$ cat config.mk
export PLATFORM = sky130hd
export DESIGN_NAME = sram_arbiter
export DESIGN_NICKNAME = d
export VERILOG_FILES = /design/src/rtl/sram_arbiter.sv
export SDC_FILE = /design/constraint.sdc
export NUM_CORES = 1
export LEC_CHECK = 0
export CAP_MARGIN = 20
export CORE_ASPECT_RATIO = 0.8
export CORE_MARGIN = 2
export CORE_UTILIZATION = 39
export DETAILED_ROUTE_END_ITERATION = 6
export PLACE_DENSITY = 0.81
export REMOVE_ABC_BUFFERS = 1
export SLEW_MARGIN = 20
export SYNTH_ARGS = -nofsm -noshare
export SYNTH_HDL_FRONTEND = slang
export SYNTH_SLANG_ARGS = --single-unit
$ cat constraint.sdc
create_clock -name clk -period 1.9 [get_ports clk]
set_clock_uncertainty 0.05 [all_clocks]
set_input_delay 0.38 -clock clk [delete_from_list [all_inputs] [get_ports clk]]
set_output_delay 0.38 -clock clk [all_outputs]
set_load 0.01 [all_outputs]
$ cat src/rtl/sram_arbiter.sv
// ---------------------------------------------------------------------------
// sram_arbiter
//
// Shares one SRAM controller between two requesting pipeline stages (p0, p1).
// One transaction is in flight at a time. Each transaction walks through
// IDLE (pick a winner and latch its request) -> BUSY (drive the controller
// until mem_ready) -> DONE (one-cycle ready pulse to the winner).
//
// Parameters
//   PRIORITY_MODE : 0 = round-robin between the ports,
//                   1 = fixed priority, with port 0 highest
//
// Ports
//   clk, rst                       : rising-edge clock, synchronous active-high reset
//   pN_wr_en / pN_rd_en            : write / read request from port N (both set = write)
//   pN_address / pN_write_data     : byte address and write word from port N
//   pN_read_data                   : registered read word, updated only by N's reads
//   pN_ready                       : one-cycle completion pulse for port N
//   pN_freeze                      : combinational stall for port N's stage
//   mem_wr_en / mem_rd_en          : request to the SRAM controller (BUSY only)
//   mem_address / mem_write_data   : latched request towards the controller
//   mem_read_data / mem_ready      : read word and completion pulse from the controller
// ---------------------------------------------------------------------------
module sram_arbiter #(
    parameter int PRIORITY_MODE = 0
) (
    input  logic        clk,
    input  logic        rst,
    input  logic        p0_wr_en,
    input  logic        p1_wr_en,
    input  logic        p0_rd_en,
    input  logic        p1_rd_en,
    input  logic [31:0] p0_address,
    input  logic [31:0] p1_address,
    input  logic [31:0] p0_write_data,
    input  logic [31:0] p1_write_data,
    output logic [31:0] p0_read_data,
    output logic [31:0] p1_read_data,
    output logic        p0_ready,
    output logic        p1_ready,
    output logic        p0_freeze,
    output logic        p1_freeze,
    output logic        mem_wr_en,
    output logic        mem_rd_en,
    output logic [31:0] mem_address,
    output logic [31:0] mem_write_data,
    input  logic [31:0] mem_read_data,
    input  logic        mem_ready
);

    typedef enum logic [1:0] {
        IDLE = 2'd0,
        BUSY = 2'd1,
        DONE = 2'd2
    } state_t;

    state_t      state;
    logic        grant;
    logic        last_grant;
    logic        op_write;
    logic [31:0] addr_q;
    logic [31:0] wdata_q;

    logic        p0_req;
    logic        p1_req;
    logic        winner;
    logic        winner_write;

    assign p0_req = p0_wr_en | p0_rd_en;
    assign p1_req = p1_wr_en | p1_rd_en;

    // Winner selection for the IDLE edge. Under contention, round-robin hands
    // the slot to whichever port did not complete last; fixed mode always
    // favours port 0. A lone requester always wins.
    always_comb begin
        winner = 1'b0;
        if (p0_req && p1_req) begin
            if (PRIORITY_MODE == 1) begin
                winner = 1'b0;
            end else begin
                winner = ~last_grant;
            end
        end else if (p1_req) begin
            winner = 1'b1;
        end
    end

    // A port asserting both enables is treated as a write.
    assign winner_write = winner ? p1_wr_en : p0_wr_en;

    // The controller sees only latched values, so the requester may change
    // or withdraw its request while BUSY without disturbing the transaction.
    assign mem_address    = addr_q;
    assign mem_write_data = wdata_q;

    // Freeze follows the request, released only during the port's own DONE
    // so its stage can advance exactly when its ready pulses.
    assign p0_freeze = p0_req & ~((state == DONE) & ~grant);
    assign p1_freeze = p1_req & ~((state == DONE) &  grant);

    // Main FSM with registered controller enables and ready pulses. Reset
    // clears last_grant to 1 so port 0 wins the first round-robin contention,
    // and aborts any in-flight transaction without a ready pulse.
    always_ff @(posedge clk) begin
        if (rst) begin
            state        <= IDLE;
            grant        <= 1'b0;
            last_grant   <= 1'b1;
            op_write     <= 1'b0;
            addr_q       <= 32'd0;
            wdata_q      <= 32'd0;
            p0_read_data <= 32'd0;
            p1_read_data <= 32'd0;
            p0_ready     <= 1'b0;
            p1_ready     <= 1'b0;
            mem_wr_en    <= 1'b0;
            mem_rd_en    <= 1'b0;
        end else begin
            case (state)
                IDLE: begin
                    if (p0_req || p1_req) begin
                        grant     <= winner;
                        op_write  <= winner_write;
                        addr_q    <= winner ? p1_address : p0_address;
                        wdata_q   <= winner ? p1_write_data : p0_write_data;
                        mem_wr_en <= winner_write;
                        mem_rd_en <= ~winner_write;
                        state     <= BUSY;
                    end
                end
                BUSY: begin
                    if (mem_ready) begin
                        if (!op_write) begin
                            if (grant) begin
                                p1_read_data <= mem_read_data;
                            end else begin
                                p0_read_data <= mem_read_data;
                            end
                        end
                        last_grant <= grant;
                        mem_wr_en  <= 1'b0;
                        mem_rd_en  <= 1'b0;
                        p0_ready   <= ~grant;
                        p1_ready   <= grant;
                        state      <= DONE;
                    end
                end
                DONE: begin
                    p0_ready <= 1'b0;
                    p1_ready <= 1'b0;
                    state    <= IDLE;
                end
                default: begin
                    state <= IDLE;
                end
            endcase
        end
    end

endmodule

Word level (Yosys, flattened, before mapping)
Cells that the tools add are included.
W data, S select, Z words.
{"block": "word_totals", "regBits": 137, "in_bits": 167}
{"block": "op_classes", "eq_ne": 4, "mux": 17, "n_bitwise": 12, "reduce_logical": 12}
{"cell": "$mux W32", "n": 2}
{"cell": "$mux W1", "n": 8}
{"cell": "$pmux W1 S2", "n": 4}
{"cell": "$reduce_and A2 Y1", "n": 4}
{"cell": "$reduce_and A4 Y1", "n": 2}
{"cell": "$not A1 Y1", "n": 6}
{"cell": "$and A1 B1 Y1", "n": 4}
{"cell": "$mux W2", "n": 2}
{"cell": "$ne A2 B2 Y1 const B", "n": 2}
{"cell": "$pmux W2 S2", "n": 1}
{"cell": "$reduce_bool A2 Y1", "n": 2}
{"cell": "$reduce_and A3 Y1", "n": 1}
{"cell": "$eq A2 B1 Y1 const B", "n": 1}
{"cell": "$eq A2 B2 Y1 const B", "n": 1}
{"cell": "$logic_not A2 Y1", "n": 1}
{"cell": "$or A1 B1 Y1", "n": 2}
{"cell": "$logic_and A1 B1 Y1", "n": 1}
{"cell": "$logic_or A1 B1 Y1", "n": 1}

Logic depth before layout (Yosys ltp)
Gate-level depths: netlist of the first run.
{"block": "logic_depth", "word_depth": 7, "depth_mapped": 6}

Worst setup path after synthesis of the first run
OpenSTA, ideal clock, no wires.
{"block": "synth_path", "path_kind": "input-to-reg", "startpoint": "in p1_rd_en", "endpoint": "reg op_write", "setup_ns": 0.114, "t_arrival_ns": 1.282, "path_slack_ns": 0.454, "stages": 6, "path_cell_list": "nor2_1 > a211o_1 > buf_2 > buf_6 > and3_1 > a21o_1"}
{"block": "synth_via", "elab_chain_len": 4, "word_cells_on_any_way": 7}
{"element": "start, declared", "line_no": "32", "source": "input logic p1_rd_en,"}
{"element": "$or A1 B1 Y1 (*)", "line_no": "70", "source": "assign p1_req = p1_wr_en | p1_rd_en;"}
{"element": "$mux W1 or $logic_and A1 B1 Y1 (tied branches)", "line_no": "83, 77"}
{"element": "$mux W1", "line_no": "77", "source": "if (p0_req && p1_req) begin"}
{"element": "$mux W1", "line_no": "89", "source": "assign winner_write = winner ? p1_wr_en : p0_wr_en;"}
{"element": "end signal, assigned", "line_no": "123", "source": "op_write <= winner_write;"}
{"element": "end, declared", "line_no": "60", "source": "logic op_write;"}
Mark *: on every way between the ends. The rest lies on a longest branch, timed or not.
A chain may end at the register's enable or synchronous reset.

Worst setup path in the final report of the first run
{"block": "layout_path", "startpoint": "in p1_rd_en", "endpoint": "out p1_freeze"}
{"block": "layout_via", "elab_chain_len": 2}
{"element": "$or A1 B1 Y1", "line_no": "70"}
{"element": "$and A1 B1 Y1", "line_no": "99", "source": "assign p1_freeze = p1_req & ~((state == DONE) & grant);"}
{"element": "end, declared", "line_no": "42", "source": "output logic p1_freeze,"}
No other way between the ends.

==> impl_summary.txt, run 1 <==
----------------------------------------------------
[Route]
  Initial DRC count ... roughly 390
  Number of nets still failing antenna checks after routing ... 0
  Average routed wire per standard cell ... between 15 and 20 um
  Total iterations of the first detailed-routing run ... 5
  Overall via count from detail_route ... between 5000 and 6000
  Number of remaining DRC errors ... 0
  Via density per instance ... about 5.1
  Wire length after detailed routing ... 18920 um

[Critical path]
  Startpoint of the most critical setup path ... p1_rd_en
  Endpoint kind of the worst setup timing path ... primary output
  Critical-path maximum fanout ... 3
  Crit path launch type ... input port
  CP max-delay cell ... sky130_fd_sc_hd__clkdlybuf4s50_1
  Arrival time at the worst endpoint ... between 1000 and 1500 ps
  CP peak stage delay ... between 400 and 500 ps
  Required arrival time at the worst endpoint ... ~1500 ps
  Crit path cell chain ... clkdlybuf4s50_1 -> nor2_1 -> a31oi_1 -> dlygate4sd2_1
  Reg-to-reg startpoint ... state[1]$_SDFFE_PP0P_
  Setup Crit Path Kind ... input port to primary output

[Clock network]
  Clock Latency Late Sink ... 400 ps
  Number of buffers on the longest clock path ... 2
  Number of setup buffers added after CTS ... 0
  TritonCTS Buffers ... 17
  Clock tree from TritonCTS ... yes
  Post-CTS clock slew at the launch and capture registers of the worst setup and hold paths ... roughly 60 ps
  Total clock sinks ... between 100 and 150
  CTS H-tree lvls ... 4
  Root cell of the clock tree ... sky130_fd_sc_hd__clkbuf_16

[Pwr]
  Standby leakage power ... between 3 and 4 nW
  Worst VDD drop ... 562.6 uV
  PnR Total Power ... between 0.008 and 0.009 W
  Total power per unit cell area ... between 800 and 900 nW/um^2

[STA]
  Slew of the pin with the lowest slew margin ... ~360 ps
  Fin. Hold Viols ... 0
  Final setup fails ... 0
  Worst slew slack as a fraction of its limit ... between 70 and 80%
  Worst hold slack ... roughly 380 ps
  Number of max-slew violations in the final report ... 0
  Post-layout minimum cycle time ... between 1500 and 2000 ps
  Final worst path period share ... between 90% and 100%
  Max Freq ... approximately 0.55 GHz
  Unrepaired setup endpoints after global routing ... no

[Cells and area]
  Final non-filler cell area ... about 9000 um^2
  Relative area change from synthesis to final layout ... 73.21%
  Multi-input logic area ... about 2300 um^2
  Nets ... 1147
  N_diodes ... 0
  Share of cells above drive strength 1 ... 7.049%
  Flip-flop and latch area ... ~2700 um^2
  Fill cell count ... 1098

[Status]
  Run status ... complete, no violations

[Yosys]
  Synth Cell Area ... 5348 um^2
  Cells after Synth ... a little under 700
  Primary FF master, synth ... sky130_fd_sc_hd__dfxtp_1
  Count of cell types in the netlist ... 31
  Post-synthesis sequential area ratio ... 51.29%
  Number of warnings issued by yosys ... 0
  Share of flip-flops with an asynchronous set or reset ... 0%
  Flip-flop and latch count after synthesis ... around 140
  Post-synth EDFFs ... 0
  Mean area per synthesized cell ... 7.761 um^2

[Placement]
  Buffers on Ports ... 300
  Routability congestion estimate from global placement ... just under 0.8
  Dpl hpwl ... approximately 13000 um
  Placed cell area ... a little under 9000 um^2

[GRT]
  Vias in the first global route ... about 5500
  Maximum number of pins on one net before global-route repair ... 69
  Number of antenna violations at the first check in global routing ... 0
  Global-route wire length before repair ... ~29000 um
  Congestion Overflow GR ... 0
  Overall Global Routing Usage ... between 20% and 30%

[Floorplanning]
  Die boundary height ... ~110 um
  CORE AREA ... roughly 13000 um^2
  Floorplan row count ... 38
  Die area ... between 10000 and 15000 um^2
  Initial core utilization ... around two fifths
  Number of I/O pins ... roughly 300
  Die width ... about 130 um

[Min path]
  Hold wc startpoint ... rst
  Tightest Hold Check Type ... input port to flip-flop

[Job]
  Number of max-cap violations ... 0

----------------------------------------------------
-- power breakdown --
part	internal, W	leakage, nW	switching [W]
Clock	0.00203	0.286	0.00127
Combinational	0.000965	2.07	0.000808
Sequential	0.00310	1.12	0.000119
-- metal layers --
| layer | global-route usage (%) | share of wire, % |
|---|---|---|
| met1 | 30.80 | 42 |
| met3 | 5.672 | 5.8 |
| met5 | 0 | 0 |
| met2 | 42.93 | 50 |
| met4 | 8.271 | 2.3 |
-- cell usage in the layout, fill, tap and decap left out, drive strengths merged, types with 2 or more instances in the layout --
cell	n
a31oi	3
nor2	6
o21ai	66
inv	7
clkinv	4
clkdlybuf4s50	297
a21oi	199
dfxtp	137
nand2	196
bufinv	2
or3	3
buf	31
dlygate4sd2	2
clkbuf	21
clkinvlp	2
nor3	2
nand3b	2
-- cells by family (layout without fill, tap and decap cells) --
group	after synthesis	in the layout	share of synthesized area, %
AOI/OAI and AO/OA	275	275	26.37
and+or+nand+nor	215	215	16.12
DFF	137	137	51.29
buffers and inverters	62	366	6.224
-- final timing paths --
path                                       end  slack [ps]  cells after the start
hold / removal    p1_read_data[5]$_SDFFE_PP0P_         380                      3
hold reg to reg   p1_read_data[5]$_SDFFE_PP0P_         400                      2
setup reg to reg  mem_address[26]$_SDFFE_PP0P_         340                      5
setup / recovery                     p1_freeze          90                      4
-- critical path: cells and delay by family --
family / cells / cell delay (ps)
buf+inv: 2 / 770
compound gates: 1 / 150
simple gates: 1 / 80
-- registers in the layout (all words and copies together), names as in the netlist, 2 cells and up --
name	cells
mem_address	32
mem_write_data	32
p0_read_data	32
p1_read_data	32
state	2
-- cell type report --
type                    instances  area share (%)
inverters                       4          0.1621
multi-input cells             490           24.92
clock inverters                11           1.499
flip-flops and latches        137           29.62
clock buffers                  21           4.971
well taps                     180           2.431
repair buffers                330           36.39
-- synth_stat cells, types with 2 or more instances --
cell / n / area share, %
sky130_fd_sc_hd__inv_1: 3 / 0.21
sky130_fd_sc_hd__a31oi_1: 3 / 0.35
sky130_fd_sc_hd__clkbuf_1: 23 / 1.6
sky130_fd_sc_hd__or3_1: 3 / 0.35
sky130_fd_sc_hd__o21ai_0: 56 / 5.2
sky130_fd_sc_hd__nand2_1: 196 / 14
sky130_fd_sc_hd__o21ai_1: 9 / 0.84
sky130_fd_sc_hd__buf_2: 23 / 2.2
sky130_fd_sc_hd__buf_6: 7 / 1.5
sky130_fd_sc_hd__a21oi_1: 199 / 19
sky130_fd_sc_hd__nor2_1: 6 / 0.42
sky130_fd_sc_hd__dfxtp_1: 137 / 51
sky130_fd_sc_hd__nor3_2: 2 / 0.37
sky130_fd_sc_hd__buf_4: 5 / 0.70
-- per-stage QoR --
step                TNS (ps)  utilization (%)  worst slack (ps)  cells
finish                     0            68.84             91.18   1173
global route               0            68.84             10.30   1173
CTS                        0            68.84             93.96   1173
detailed placement    -13740            64.39            -208.5   1141
global placement      -11120            64.39            -149.2   1141
floorplan             -88700                -             -1347    631
-- what timing repair did --
item | in CTS | in global routing
gates resized for setup | 3 | 0
hold buffers | 0 | 0
setup endpoints to repair | 2 | 0
(Power assumes the default switching activity.)
==> run 2, diff against run 1 <==
--- a/config.mk
+++ b/config.mk
@@ -7,7 +7,7 @@
 export LEC_CHECK = 0
 export CAP_MARGIN = 20
 export CORE_ASPECT_RATIO = 0.8
-export CORE_MARGIN = 2
+export CORE_MARGIN = 5
 export CORE_UTILIZATION = 39
 export DETAILED_ROUTE_END_ITERATION = 6
 export PLACE_DENSITY = 0.81
==> impl_summary.txt, run 2 (synthesized netlist as in run 1, its figures left out) <==
----------------------------------------------------
[Route]
  Number of nets still failing antenna checks after routing ... 0 (unchanged)
  Total iterations of the first detailed-routing run ... 4 (-1)
  Wire length after detailed routing ... 19470 um (+2.9%)
  Via density per instance ... 4.977 (-1.5%)
  Number of remaining DRC errors ... 0 (unchanged)
  Overall via count from detail_route ... 5828 (-1.7%)
  Average routed wire per standard cell ... 16.62 um (+3.1%)
  Initial DRC count ... 354 (-9.5%)

[STA]
  Final setup fails ... 0 (unchanged)
  Max Freq ... 0.5536 GHz (+0.14%)
  Final worst path period share ... 95.06% (-0.14 points)
  Final total negative setup slack ... 0 ps (unchanged)
  Worst slew slack as a fraction of its limit ... 77.21% (+1.3 points)
  Fin. Hold Viols ... 0 (unchanged)
  Post-layout minimum cycle time ... 1806 ps (-2.587 ps)
  Number of max-slew violations in the final report ... 0 (unchanged)
  Unrepaired setup endpoints after global routing ... no
  Worst hold slack ... 401.7 ps (+24.36 ps)
  Slew of the pin with the lowest slew margin ... 340.3 ps (-19.54 ps)

[GRT]
  Number of antenna violations at the first check in global routing ... 0 (unchanged)
  Vias in the first global route ... 5629 (+2.6%)
  Maximum number of pins on one net before global-route repair ... 72 (+4.3%)
  Overall Global Routing Usage ... 22.55% (-2.3 points)
  Congestion Overflow GR ... 0 (unchanged)
  Global-route wire length before repair ... 29370 um (+1.4%)

[Critical path]
  Setup Crit Path Kind ... input port to primary output
  Arrival time at the worst endpoint ... 1380 ps (about the same)
  Reg-to-reg slack, setup ... 430 ps (+90 ps)
  Critical-path maximum fanout ... 3 (unchanged)
  Required arrival time at the worst endpoint ... 1470 ps (about the same)
  End of the worst register-to-register path ... p0_read_data[22]$_SDFFE_PP0P_
  Reg-to-reg startpoint ... state[0]$_SDFFE_PP0P_
  Cell depth of the worst flop-to-flop path ... 6 (+1)
  Endpoint kind of the worst setup timing path ... primary output
  Crit path launch type ... input port

[Cells and area]
  Most frequent standard cell in the layout excluding fill and tap cells ... sky130_fd_sc_hd__clkdlybuf4s50_1
  N_diodes ... 0 (unchanged)
  Share of cells above drive strength 1 ... 7.064% (+0.014 points)
  Final core utilization ... 68.64% (-0.20 points)
  Number of non-filler instances in the completed layout ... 1171 (-0.17%)
  Top library cells by usage in the layout, fill and taps aside ... sky130_fd_sc_hd__clkdlybuf4s50_1 (297), sky130_fd_sc_hd__a21oi_1 (199), sky130_fd_sc_hd__nand2_1 (196), sky130_fd_sc_hd__dfxtp_1 (136), sky130_fd_sc_hd__o21ai_0 (56)
  Nets ... 1145 (-0.17%)
  Relative area change from synthesis to final layout ... 73.33% (about the same)
  Final non-filler cell area ... 9269 um^2 (about the same)

[Pwr]
  Standby leakage power ... 3.478 nW (about the same)
  Total power per unit cell area ... 907.6 nW/um^2 (+1.3%)
  Worst VDD drop ... 550.0 uV (-2.2%)

[Clock network]
  Clock tree from TritonCTS ... yes
  Clock Latency Late Sink ... 400 ps (about the same)
  Number of setup buffers added after CTS ... 0 (unchanged)
  Root cell of the clock tree ... sky130_fd_sc_hd__clkbuf_16
  Number of buffers on the longest clock path ... 2 (unchanged)
  TritonCTS Buffers ... 17 (unchanged)
  Post-CTS clock slew at the launch and capture registers of the worst setup and hold paths ... 60 ps (about the same)
  CTS H-tree lvls ... 4 (unchanged)
  Total clock sinks ... 137 (unchanged)

[Min path]
  Tightest Hold Check Type ... flip-flop to flip-flop
  Hold wc startpoint ... p1_read_data[13]$_SDFFE_PP0P_
  Hold Path End ... p1_read_data[13]$_SDFFE_PP0P_
  Number of instances on the worst hold path ... 2 (-1)

[Job]
  Number of max-cap violations ... 0 (unchanged)

[Status]
  Run status ... complete, no violations

[Floorplanning]
  Die area ... 16170 um^2 (+10%)
  Floorplan row count ... 38 (unchanged)
  CORE AREA ... 13500 um^2 (+0.35%)
  Die width ... 140.9 um (+4.4%)
  Die boundary height ... 114.7 um (+5.5%)
  Initial core utilization ... 39.60% (-0.14 points)
  Number of I/O pins ... 301 (unchanged)

[Placement]
  Buffers on Ports ... 300 (unchanged)
  Routability congestion estimate from global placement ... 0.8441 (+6.4%)
  Dpl hpwl ... 13540 um (+3.0%)
  Placed cell area ... 8650 um^2 (-0.17%)
  Placed Cells ... 1139 (-0.18%)

----------------------------------------------------
## run 2: cell count changes in the layout (fill, tap and decap cells not counted), sizes merged
cell,before,now
clkbuf,21,19
clkinv,4,6
bufinv,2,3
inv,7,6
buf,31,29
## run 2: metal layers
metal	part of all wire (%)	wire, um	up-vias	track usage [%]
met5	0	0	-	0
met4	2.1	414	0	7.811
met3	6.9	1340	27	5.988
met2	49	9513	195	38.07
met1	42	8197	2701	28.14
li1	-	-	2905	-
## run 2: through the flow
step,total power (W),worst slack [ps]
after global routing,0.008754,23.36
after floorplan,0.003900,-1347
final,0.008412,93.77
after detailed placement,0.005052,-180.9
after CTS,0.008487,44.19
after global placement,0.005036,-162.7
## run 2: where the power goes
part | switching [W] | internal, W | leakage [nW]
Sequential | 0.000121 | 0.00310 | 1.12
Combinational | 0.000804 | 0.000966 | 2.05
Clock | 0.00127 | 0.00215 | 0.300
## run 2: how the worst max path moves through the flow
stage                                from                           end  slack (ps)  cells past startpoint
floorplan                        p0_wr_en   mem_address[0]$_SDFFE_PP0P_       -1350                      4
global placement                 p0_rd_en                     p0_freeze        -160                      4
detailed placement               p0_rd_en  mem_address[29]$_SDFFE_PP0P_        -180                      7
CTS                 state[1]$_SDFFE_PP0P_                     p1_freeze          40                      2
global route                     p1_rd_en                     p1_freeze          20                      4
finish                           p1_rd_en                     p1_freeze          90                      4
## run 2: area by class of cell
type                       count  area (um^2)
fill                        1128         4234
clock inverter                13        167.7
multi-input combinational    490         2308
tap                          180        225.2
inverter                       4        15.01
clock buffer                  19        452.9
sequential                   137         2744
timing repair buffer         328         3356
## run 2: worst max-delay path: stages
cell                              delay [ps]
sky130_fd_sc_hd__clkdlybuf4s50_1         420
sky130_fd_sc_hd__nor2_1                  220
sky130_fd_sc_hd__a31oi_1                  70
sky130_fd_sc_hd__dlygate4sd2_1           290
## run 2: timing repair
| item | CTS | global route |
|---|---|---|
| endpoints found under the setup margin | 2 | 2 |
| gates resized for setup | 2 | 1 |
| hold buffers | 0 | 0 |
| cloned | 0 | 0 |
